$ cat config.mk
export PLATFORM = sky130hd
export DESIGN_NAME = rnd_share_sync_n4
export DESIGN_NICKNAME = d
export VERILOG_FILES = /design/src/rtl/b2a_pkg.sv /design/src/rtl/rnd_pingpong_buf.sv /design/src/rtl/rnd_share_sync_n4.sv
export SDC_FILE = /design/constraint.sdc
export NUM_CORES = 1
export LEC_CHECK = 0
export ABC_AREA = 0
export BUFFER_PORTS_ARGS = -buffer_cell sky130_fd_sc_hd__buf_4
export CORE_MARGIN = 8
export CORE_UTILIZATION = 40
export CTS_CLUSTER_DIAMETER = 200
export DETAILED_ROUTE_END_ITERATION = 10
export SLEW_MARGIN = 20
export SYNTH_ARGS = -nofsm -noshare
export SYNTH_HDL_FRONTEND = slang
export SYNTH_SLANG_ARGS = --single-unit
$ cat constraint.sdc
create_clock -name clk -period 20.7 [get_ports clk]
set_input_delay 0 -clock clk [delete_from_list [all_inputs] [get_ports clk]]
set_output_delay 0 -clock clk [all_outputs]
set_load 0.1 [all_outputs]
$ cat src/rtl/b2a_pkg.sv
// rtl/b2a_pkg.sv - shared constants and helpers for the Boolean-unmask / B2A pipeline
// Randomness-set sizing and share-slice indexing, reused across the XOR and B2A stages.
package b2a_pkg;

  function automatic int log_k(input int n);
    return $clog2(n + 1) - 1;
  endfunction

  // Random words consumed by one refresh of an n-share XOR tree.
  function automatic int randnum(input int n);
    int lk;
    lk = log_k(n);
    return lk * (2 ** (lk - 1)) + n - (2 ** lk);
  endfunction

  function automatic int share_lo(input int j, input int k_width);
    return j * k_width;
  endfunction

endpackage

$ cat src/rtl/rnd_pingpong_buf.sv
// rtl/rnd_pingpong_buf.sv - fill/active randomness ping-pong buffer with word counter
// Collects RANDNUM words in arrival order; a swap moves the fill set to active and restarts filling.
module rnd_pingpong_buf
  import b2a_pkg::*;
#(
  parameter int K_WIDTH = 32,
  parameter int RANDNUM = 4
) (
  input  logic                       clk,
  input  logic                       rst,
  input  logic                       ena,
  input  logic                       i_rvld,
  input  logic [K_WIDTH-1:0]         i_rnd,
  output logic                       o_rrdy,
  input  logic                       i_swap,
  output logic                       o_full,
  output logic [K_WIDTH*RANDNUM-1:0] o_active
);

  localparam int CW = $clog2(RANDNUM + 1);

  logic [CW-1:0]              cnt_q, cnt_d;
  logic [K_WIDTH*RANDNUM-1:0] fill_q, fill_d;
  logic [K_WIDTH*RANDNUM-1:0] active_q, active_d;
  logic                       wr;

  assign o_rrdy   = ena & (cnt_q < CW'(RANDNUM));
  assign o_full   = (cnt_q == CW'(RANDNUM));
  assign o_active = active_q;
  assign wr       = i_rvld & o_rrdy;

  // Swap only happens when full, so it never coincides with a write.
  always_comb begin
    cnt_d    = cnt_q;
    fill_d   = fill_q;
    active_d = active_q;
    if (i_swap) begin
      active_d = fill_q;
      cnt_d    = '0;
    end else if (wr) begin
      fill_d[share_lo(int'(cnt_q), K_WIDTH) +: K_WIDTH] = i_rnd;
      cnt_d = cnt_q + CW'(1);
    end
  end

  always_ff @(posedge clk or posedge rst) begin
    if (rst) begin
      cnt_q    <= '0;
      fill_q   <= '0;
      active_q <= '0;
    end else if (ena) begin
      cnt_q    <= cnt_d;
      fill_q   <= fill_d;
      active_q <= active_d;
    end
  end

endmodule

$ cat src/rtl/rnd_share_sync_n4.sv
// rtl/rnd_share_sync_n4.sv - releases share bundles only alongside a fresh randomness set
// Optional RNDSYNC_STALL_CNT_EN adds a saturating randomness-starvation counter (o_stall_cnt).
module rnd_share_sync_n4
  import b2a_pkg::*;
#(
  parameter int K_WIDTH   = 32,
  parameter int N_SHARES  = 4,
  parameter int MASKWIDTH = K_WIDTH * N_SHARES,
  parameter int RANDNUM   = randnum(N_SHARES)
) (
  input  logic                       clk,
  input  logic                       rst,
  input  logic                       ena,
  input  logic                       i_rvld,
  input  logic [K_WIDTH-1:0]         i_rnd,
  output logic                       o_rrdy,
  input  logic                       i_dvld,
  input  logic [MASKWIDTH-1:0]       i_x,
  output logic                       o_xrdy,
  output logic [MASKWIDTH-1:0]       o_x,
  output logic [K_WIDTH*RANDNUM-1:0] o_rnd,
`ifdef RNDSYNC_STALL_CNT_EN
  output logic [15:0]                o_stall_cnt,
`endif
  output logic                       o_dvld
);

  logic                 full;
  logic                 accept;
  logic [MASKWIDTH-1:0] x_q, x_d;
  logic                 dvld_q, dvld_d;

  assign o_xrdy = ena & full;
  assign accept = i_dvld & o_xrdy;

  rnd_pingpong_buf #(
    .K_WIDTH (K_WIDTH),
    .RANDNUM (RANDNUM)
  ) u_buf (
    .clk      (clk),
    .rst      (rst),
    .ena      (ena),
    .i_rvld   (i_rvld),
    .i_rnd    (i_rnd),
    .o_rrdy   (o_rrdy),
    .i_swap   (accept),
    .o_full   (full),
    .o_active (o_rnd)
  );

  always_comb begin
    x_d    = x_q;
    dvld_d = accept;
    if (accept) x_d = i_x;
  end

  always_ff @(posedge clk or posedge rst) begin
    if (rst) begin
      x_q    <= '0;
      dvld_q <= 1'b0;
    end else if (ena) begin
      x_q    <= x_d;
      dvld_q <= dvld_d;
    end
  end

  assign o_x    = x_q;
  assign o_dvld = dvld_q;

`ifdef RNDSYNC_STALL_CNT_EN
  logic [15:0] stall_q, stall_d;

  always_comb begin
    stall_d = stall_q;
    if (ena && i_dvld && !o_xrdy && stall_q != 16'hFFFF) stall_d = stall_q + 16'd1;
  end

  always_ff @(posedge clk or posedge rst) begin
    if (rst) stall_q <= '0;
    else     stall_q <= stall_d;
  end

  assign o_stall_cnt = stall_q;
`endif

endmodule

# After elaboration in Yosys (flattened, before gate mapping)
# Index checks and enable logic that the tools add are counted.
# word_totals
reg_bits	388
inputBits	165
output_inout_bits	259
wordCells	23
# op_classes
add_sub_neg	2
order_cmp	1
n_eq_ne	1
n_shift	2
mux	3
bitwise	5
n_reduce_logical	4
# op_table
operator	n
bitwise mux 128 bit	1
variable shift 32 x 33 -> 128 bit, first input constant	1
variable part select 32 x 33 -> 128 bit	1
negation 8 -> 33 bit	1
2-to-1 mux 3 bit	2
AND 1 bit	4
AND reduction 2 bit	2
adder 3 x 1 -> 3 bit, second input constant	1
equality test 3 bit, second input constant	1
less-than comparator 3 bit, second input constant	1
AND reduction 3 bit	1
nonzero test 2 bit	1
NOT 1 bit	1

# Longest topological paths before layout
# Gate-level depths: netlist of run 1.
# depth
word_depth	5
depth_mapped	9
depth_no_buf	6

# Hierarchy
# Synthesis of run 1 repeated with hierarchy kept, for this count alone.
# hier_totals
cells_unflattened	958
area_unflattened_um2	15770.1
# by_module_without_submodules
mod	n_inst	cells_per_inst	area_each_um2	seq_area_each_um2
rnd_pingpong_buf	1	681	10451.3	6481.2
rnd_share_sync_n4	1	277	5318.9	3228.1

# Worst setup path before layout of run 1
# OpenSTA, ideal clock, no wires.
# synth_timing
path_kind	register to register
startpoint	register u_buf.cnt_q[0]
endpoint	register u_buf.fill_q[0]
setup_time_ns	0.125
arrival_ns	1.927
required_ns	20.575
slack_ns	18.647
stages_incl_launch_ff	8
cell_sequence	dfrtp_1 > inv_1 > ha_1 > ha_1 > nor4_2 > nand4_4 > buf_6 > mux2_4
# synth_between
elab_chain_len	5
# synth_lines
item	line_no	text
start: declaration	rnd_pingpong_buf.sv:22	logic [CW-1:0] cnt_q, cnt_d;
start signal: assignment	rnd_pingpong_buf.sv:52	cnt_q <= cnt_d;
branches (longest 5 deep; another with negation 8 -> 33 bit)	-	
end signal: assignment	rnd_pingpong_buf.sv:53	fill_q <= fill_d;
end: declaration	rnd_pingpong_buf.sv:23	logic [K_WIDTH*RANDNUM-1:0] fill_q, fill_d;
# Parallel ways; which one is timed is not known.
# A chain may end at the register's enable or synchronous reset.

# Worst setup path in the final report of run 1
# layout_timing
startpoint	register u_buf.cnt_q[0]
endpoint	register x_q[45] (netlist: o_x[45])
# layout_between
elab_chain_len	4
# layout_lines
item	line_no	text
equality test 3 bit	rnd_pingpong_buf.sv:28	assign o_full = (cnt_q == CW'(RANDNUM));
AND 1 bit	rnd_share_sync_n4.sv:33	assign o_xrdy = ena & full;
AND 1 bit	rnd_share_sync_n4.sv:34	assign accept = i_dvld & o_xrdy;
AND reduction 2 bit (no source line)	-	
end signal: assignment	rnd_share_sync_n4.sv:59	x_q <= '0;
end signal: assignment	rnd_share_sync_n4.sv:62	x_q <= x_d;
end: declaration	rnd_share_sync_n4.sv:30	logic [MASKWIDTH-1:0] x_q, x_d;
# No other way between the ends.

==> results of run 1 <==
[metal layers]
layer | GRT usage | share of wire | wire length, µm | vias up
met5 | 0 | 0.00027 | 13 | -
met4 | 0.0827 | 0.035 | 1660 | 2
met3 | 0.0686 | 0.086 | 4120 | 88
met2 | 0.342 | 0.47 | 22600 | 360
met1 | 0.263 | 0.41 | 19500 | 5864
li1 | - | - | - | 5754
[metrics by stage]
| stage | worst slack, ns | instances | util | area (µm²) | hold slack (ns) |
|---|---|---|---|---|---|
| after floorplan | 9.92 | 1492 | - | 15300 | 0.105 |
| after global placement | 17.41 | 2352 | 0.499 | 18800 | 0.143 |
| after detailed placement | 17.53 | 2352 | 0.499 | 18800 | 0.147 |
| final | 17.62 | 2592 | 0.581 | 21900 | 0.123 |
| after global routing | 17.38 | 2591 | 0.581 | 21900 | 0.149 |
| after CTS | 17.47 | 2587 | 0.580 | 21800 | 0.104 |
[cell type report]
type | instances | area (µm²) | share of cell area
clock inverter | 8 | 118 | 0.00538
inverter | 69 | 267 | 0.0122
clock buffer | 64 | 1300 | 0.0593
multi-input combinational | 954 | 4930 | 0.225
sequential | 388 | 9710 | 0.444
tap | 511 | 639 | 0.0292
timing repair buffer | 594 | 4910 | 0.224
antenna | 4 | 10.0 | 0.000458
[registers in the layout, summed over array words and instances, names as in the netlist]
signal          cells
u_buf.o_active    128
u_buf.fill_q      128
o_dvld              1
u_buf.cnt_q         3
o_x               128
[critical path, cell delays in order (launching register included)]
cell,delay [ns]
dfrtp_1,0.48
inv_1,0.12
ha_2,0.18
ha_1,0.25
and3_4,0.85
buf_6,0.72
nand2_1,0.15
nand2_1,0.11
[placed cells by master (no fill, tap or decap), types with 2 or more instances in the layout]
cell	instances
mux2_4	30
mux2i_1	65
clkinv_2	4
and3b_1	2
nor2b_1	32
dfrtp_1	388
mux2_1	2
clkbuf_8	10
o21ai_0	65
inv_1	68
diode_2	4
clkbuf_1	9
nand4_4	3
buf_4	426
clkbuf_16	45
ha_1	3
nor2_1	3
mux2_2	32
bufinv_16	3
buf_6	3
nand2_1	705
dlygate4sd3_1	163
[how the worst max path moves through the flow]
stage | slack (ns) | to | depth (start not counted)
2_1_floorplan | 9.92 | o_dvld$_DFFE_PP0P_ | 1
5_1_grt | 17.38 | o_x[47]$_DFFE_PP0P_ | 7
4_1_cts | 17.47 | u_buf.o_active[36]$_DFFE_PP0P_ | 6
3_3_place_gp | 17.41 | o_x[108]$_DFFE_PP0P_ | 7
3_5_place_dp | 17.53 | u_buf.o_active[35]$_DFFE_PP0P_ | 6
6_report | 17.62 | o_x[45]$_DFFE_PP0P_ | 7
[logic make-up after synthesis]
kind of cell,synth area share
mux,0.0972
fa+ha+maj,0.00328
buf+inv,0.0443
flops,0.636
compound gates,0.0234
simple gates,0.196
[what timing repair did]
action | 4_1_cts | 5_1_grt
hold endpoints to repair | 345 | 0
hold buffers | 163 | 0
setup buffers | 0 | 0
==> impl_metrics.yaml, run 1 <==
run_status:
  status: "finished clean"
worst_setup_path:
  rrSetupSlack_ns: 17.62
  end_kind: "flop"
  critPathLaunchType: "flop"
  worstPathRequired_ns: 21.17
  startpoint: "u_buf.cnt_q[0]$_DFFE_PP0P_"
  r2r_start: "u_buf.cnt_q[0]$_DFFE_PP0P_"
  reg2reg_depth: 7
  path_class: "flop to flop"
  r2r_end: "o_x[45]$_DFFE_PP0P_"
  cp_max_fo: 116
  worstPathArrival_ns: 3.55
die:
  row_count: 71
  num_io_pins: 424
  die_y_um: 211
  initial_core_util: 0.405
  dieArea_um2: 44700
  die_x_um: 211
  core_um2: 37700
logic_synthesis:
  synth-seq-cells: 388
  synth_area_um2: 15300
  synth_top_area_frac: 0.636
  ys_warn_count: 0
  netlist_instances: 1492
  async_flop_share: 1.00
  yosys-top-cells-count: "nand2_1, dfrtp_1, inv_1"
  seq_area_frac_synth: 0.636
  synth_ff_type: "dfrtp_1"
  yosysTopAreaCell: "dfrtp_1"
  synth_edf_count: 0
  synth_nets: 1661
  synth_most_common_cell: "nand2_1"
  postSynthAreaPerCell_um2: 10.2
  synth_area_leaders: "dfrtp_1, nand2_1, mux2i_1"
  synth_cell_type_count: 29
timing:
  rsz0062_at_grt: "false"
  min_period_over_period: 0.149
  hold_viol: 0
  fmax_mhz: 324
  drv_slew: 0
  tns_ns: 0
  slew_headroom: 0.299
  fin_worst_skew_ns: 0.0133
  period_needed_ns: 3.08
  setup_viol: 0
  tightest_slew_ns: 1.05
grt:
  grt_use_total: 0.212
  grt_pass1_wl_mm: 74.9
  grt_antenna_before_repair: 4
  grt_pass1_vias: 12700
  grt_start_max_net_pins: 188
  overflow: 0
routing:
  drc: 0
  drt_wl_total_mm: 48.0
  ant_nets: 0
  dr.first_iter.drc_count: 775
  vias: 12100
  drtPass1Iterations: 5
  viasPerCell: 4.66
  routedWlPerCell_um: 18.5
job:
  drv_cap: 0
cts:
  clockBufferDepth: 3
  cts_resized: 0
  cts_tree: "yes"
  clkLatencyLatePin_ns: 0.55
  cts_sinks: 388
  htree_levels: 2
  clkTransAtPathRegs_ns: 0.06
  numCtsBuffers: 43
  cts-root-buf: "clkbuf_16"
final_layout:
  final_layout_size_suffix_gt1_frac: 0.273
  fill_cells: 3179
  nets: 2219
  areaGrowthSynthToFinish_pct: 43.3
place:
  dp_hpwl_mm: 30.3
  gp_congestion: 0.839
  place.port_buffers: 423
hold_path:
  min_path_type: "input port to asynchronous set/reset pin"
Power of run 1 is not shown: default switching activity piles up to over one toggle a cycle in this logic, so the estimate is an artifact.
==> run 2: changes to the inputs <==
--- a/config.mk
+++ b/config.mk
@@ -5,7 +5,7 @@
 export SDC_FILE = /design/constraint.sdc
 export NUM_CORES = 1
 export LEC_CHECK = 0
-export ABC_AREA = 0
+export ABC_AREA = 1
 export BUFFER_PORTS_ARGS = -buffer_cell sky130_fd_sc_hd__buf_4
 export CORE_MARGIN = 8
 export CORE_UTILIZATION = 40
==> constraint.sdc (replaced) <==
create_clock -name clk -period 2.85 [get_ports clk]
set_input_delay 0 -clock clk [delete_from_list [all_inputs] [get_ports clk]]
set_output_delay 0 -clock clk [all_outputs]
set_load 0.1 [all_outputs]
==> impl_metrics.yaml, run 2 <==
routing:
  vias: 13600
  drt_wl_total_mm: 52.9
  dr.first_iter.drc_count: 1152
  ant_nets: 0
  routedWlPerCell_um: 18.5
  viasPerCell: 4.77
  drc: 0
  drtPass1Iterations: 5
grt:
  grt_pass1_vias: 13700
  overflow: 0
  grt_use_total: 0.227
  grt_antenna_before_repair: 2
  grt_start_max_net_pins: 180
  grt_pass1_wl_mm: 81.2
timing:
  hold_slack_ns: 0.190
  fmax_mhz: 391
  setup_viol: 0
  hold_viol: 0
  fin_worst_skew_ns: 0.0106
  drv_slew: 0
  tightest_slew_ns: 1.00
  rsz0062_at_grt: "false"
  period_needed_ns: 2.56
  slew_headroom: 0.329
  min_period_over_period: 0.898
worst_setup_path:
  critPathLaunchType: "flop"
  r2r_start: "u_buf.cnt_q[0]$_DFFE_PP0P_"
  r2r_end: "u_buf.fill_q[70]$_DFFE_PP0P_"
  worstPathArrival_ns: 2.99
  end_kind: "flop"
  path_class: "flop to flop"
  reg2reg_depth: 9
  startpoint: "u_buf.cnt_q[0]$_DFFE_PP0P_"
  cp_max_fo: 32
  endpoint: "u_buf.fill_q[70]$_DFFE_PP0P_"
  rrSetupSlack_ns: 0.29
  worstPathRequired_ns: 3.28
final_layout:
  nets: 2474
  design_area_um2: 22100
  areaGrowthSynthToFinish_pct: 42.5
  final_layout_size_suffix_gt1_frac: 0.222
  final_common_cell: "nand2_1"
  layout_common_cells: "nand2_1, buf_4, dfrtp_1"
logic_synthesis:
  synth_cell_type_count: 20
  synth-seq-cells: 388
  synthSimpleGateAreaFrac: 0.258
  synth-adder-area-share: 0.00322
  synth_xor_xnor_area_share: 0
  synth_ff_type: "dfrtp_1"
  synth_area_um2: 15500
  async_flop_share: 1.00
  synth_top_area_frac: 0.625
  synth_most_common_cell: "nand2_1"
  synth_nets: 1928
  postSynthAreaPerCell_um2: 8.84
  yosysTopAreaCell: "dfrtp_1"
  netlist_instances: 1759
  synth_edf_count: 0
  synthMuxAreaShare: 0
  synth_area_leaders: "dfrtp_1, nand2_1, nand3_1"
  synth_top_family_by_area: "simple AND/OR/NAND/NOR gates"
  synth_compound_area_frac: 0.0585
  yosys-top-cells-count: "nand2_1, dfrtp_1, nand3_1"
  seq_area_frac_synth: 0.625
  ys_warn_count: 0
die:
  die_y_um: 213
  core_um2: 38500
  dieArea_um2: 45400
  num_io_pins: 424
  row_count: 72
  die_x_um: 213
  initial_core_util: 0.404
power_and_ir_drop:
  p_sw_mw: 2.48
  power_frac_clock: 0.480
  seqPwrFrac: 0.470
  p_int_mw: 9.26
  power_mw: 11.7
  vdd_drop_max_mv: 0.359
  p_comb_frac: 0.051
  leakage_nw: 12.2
  power_density_nw_per_um2: 530
  switching_share: 0.211
place:
  place.port_buffers: 423
  place_area_um2: 19000
  gp_congestion: 0.863
  dp_hpwl_mm: 34.5
cts:
  htree_levels: 2
  clkTransAtPathRegs_ns: 0.06
  cts_tree: "yes"
  clockBufferDepth: 3
  cts-root-buf: "clkbuf_16"
  ctsHoldBuffers: 165
  cts_resized: 0
  cts_sinks: 388
  post-cts-setup-buffers: 0
  numCtsBuffers: 43
  clkLatencyLatePin_ns: 0.55
job:
  drv_cap: 0
hold_path:
  min_path_type: "input port to flop"
run_status:
  status: "finished clean"
## run 2: cell count changes after synthesis, moves of 32 or more
| cell | delta |
|---|---|
| o21ai_1 | +71 |
| mux2_2 | -32 |
| buf_2 | +33 |
| nor2_1 | +34 |
| o21bai_1 | +32 |
| nor2b_1 | -33 |
| nand3_1 | +100 |
| nand2_1 | +167 |
| mux2i_1 | -65 |
## run 2: worst max-delay path, cell delays in order (launching register included)
cell and delay (ns):
dfrtp_2 0.40, inv_1 0.13, ha_1 0.20, ha_1 0.25
nand2_1 0.07, inv_1 0.04, nand3_1 0.09, clkinv_1 0.78
nand3_1 0.38, nand2_1 0.09
## run 2: worst min path at each step
stage	from	endpoint	slack [ns]	depth (start not counted)
3_5_place_dp	rst	u_buf.o_active[123]$_DFFE_PP0P_	-0.07	2
3_3_place_gp	rst	u_buf.o_active[123]$_DFFE_PP0P_	-0.07	2
6_report	i_x[126]	o_x[126]$_DFFE_PP0P_	0.19	4
2_1_floorplan	ena	o_dvld$_DFFE_PP0P_	0.11	1
4_1_cts	i_x[126]	o_x[126]$_DFFE_PP0P_	0.16	4
5_1_grt	i_x[30]	o_x[30]$_DFFE_PP0P_	0.19	4
## run 2: final cells by class
class | instances | area [µm²]
clock buffers | 68 | 1310
fillers | 3355 | 16300
clock inverters | 10 | 128
diodes | 2 | 5.00
repair buffers | 608 | 5070
well taps | 518 | 648
flip-flops and latches | 388 | 9710
inverters | 79 | 305
multi-input cells | 1185 | 4970
## run 2: per-layer routing
| layer | global-route usage | routed length (µm) | up-vias |
|---|---|---|---|
| met5 | 0 | 0 | - |
| met4 | 0.0886 | 1940 | 0 |
| met3 | 0.0586 | 4260 | 96 |
| met2 | 0.357 | 24300 | 459 |
| met1 | 0.300 | 22400 | 6519 |
| li1 | - | - | 6549 |
## run 2: per-stage QoR
stage | utilization | setup slack [ns] | TNS, ns | std cells
3_5_place_dp | 0.495 | 0.530 | 0 | 2612
6_report | 0.576 | 0.292 | 0 | 2858
3_3_place_gp | 0.495 | 0.588 | 0 | 2612
4_1_cts | 0.575 | 0.483 | 0 | 2855
2_1_floorplan | - | -2.37 | -918.75 | 1759
5_1_grt | 0.576 | 0.0104 | 0 | 2858
## run 2: kinds of logic (layout without fill, tap and decap cells)
group / count (synthesis) / in the layout
AO/OA/AOI/OAI: 165 / 165
adder cells (fa/ha/maj): 4 / 4
buffers and inverters: 186 / 765
AND/OR/NAND/NOR: 1016 / 1016
flip-flops: 388 / 388
other: 0 / 2
## run 2: power groups by stage
stage	combinational (mW)	clock (mW)	sequential (mW)
after floorplan	0.122	0	5.61
after global placement	0.393	0	5.61
after detailed placement	0.395	0	5.61
after CTS	0.595	5.78	5.51
after global routing	0.648	6.01	5.51
final	0.596	5.63	5.51
No activity file was read; power rests on OpenSTA's default activity.
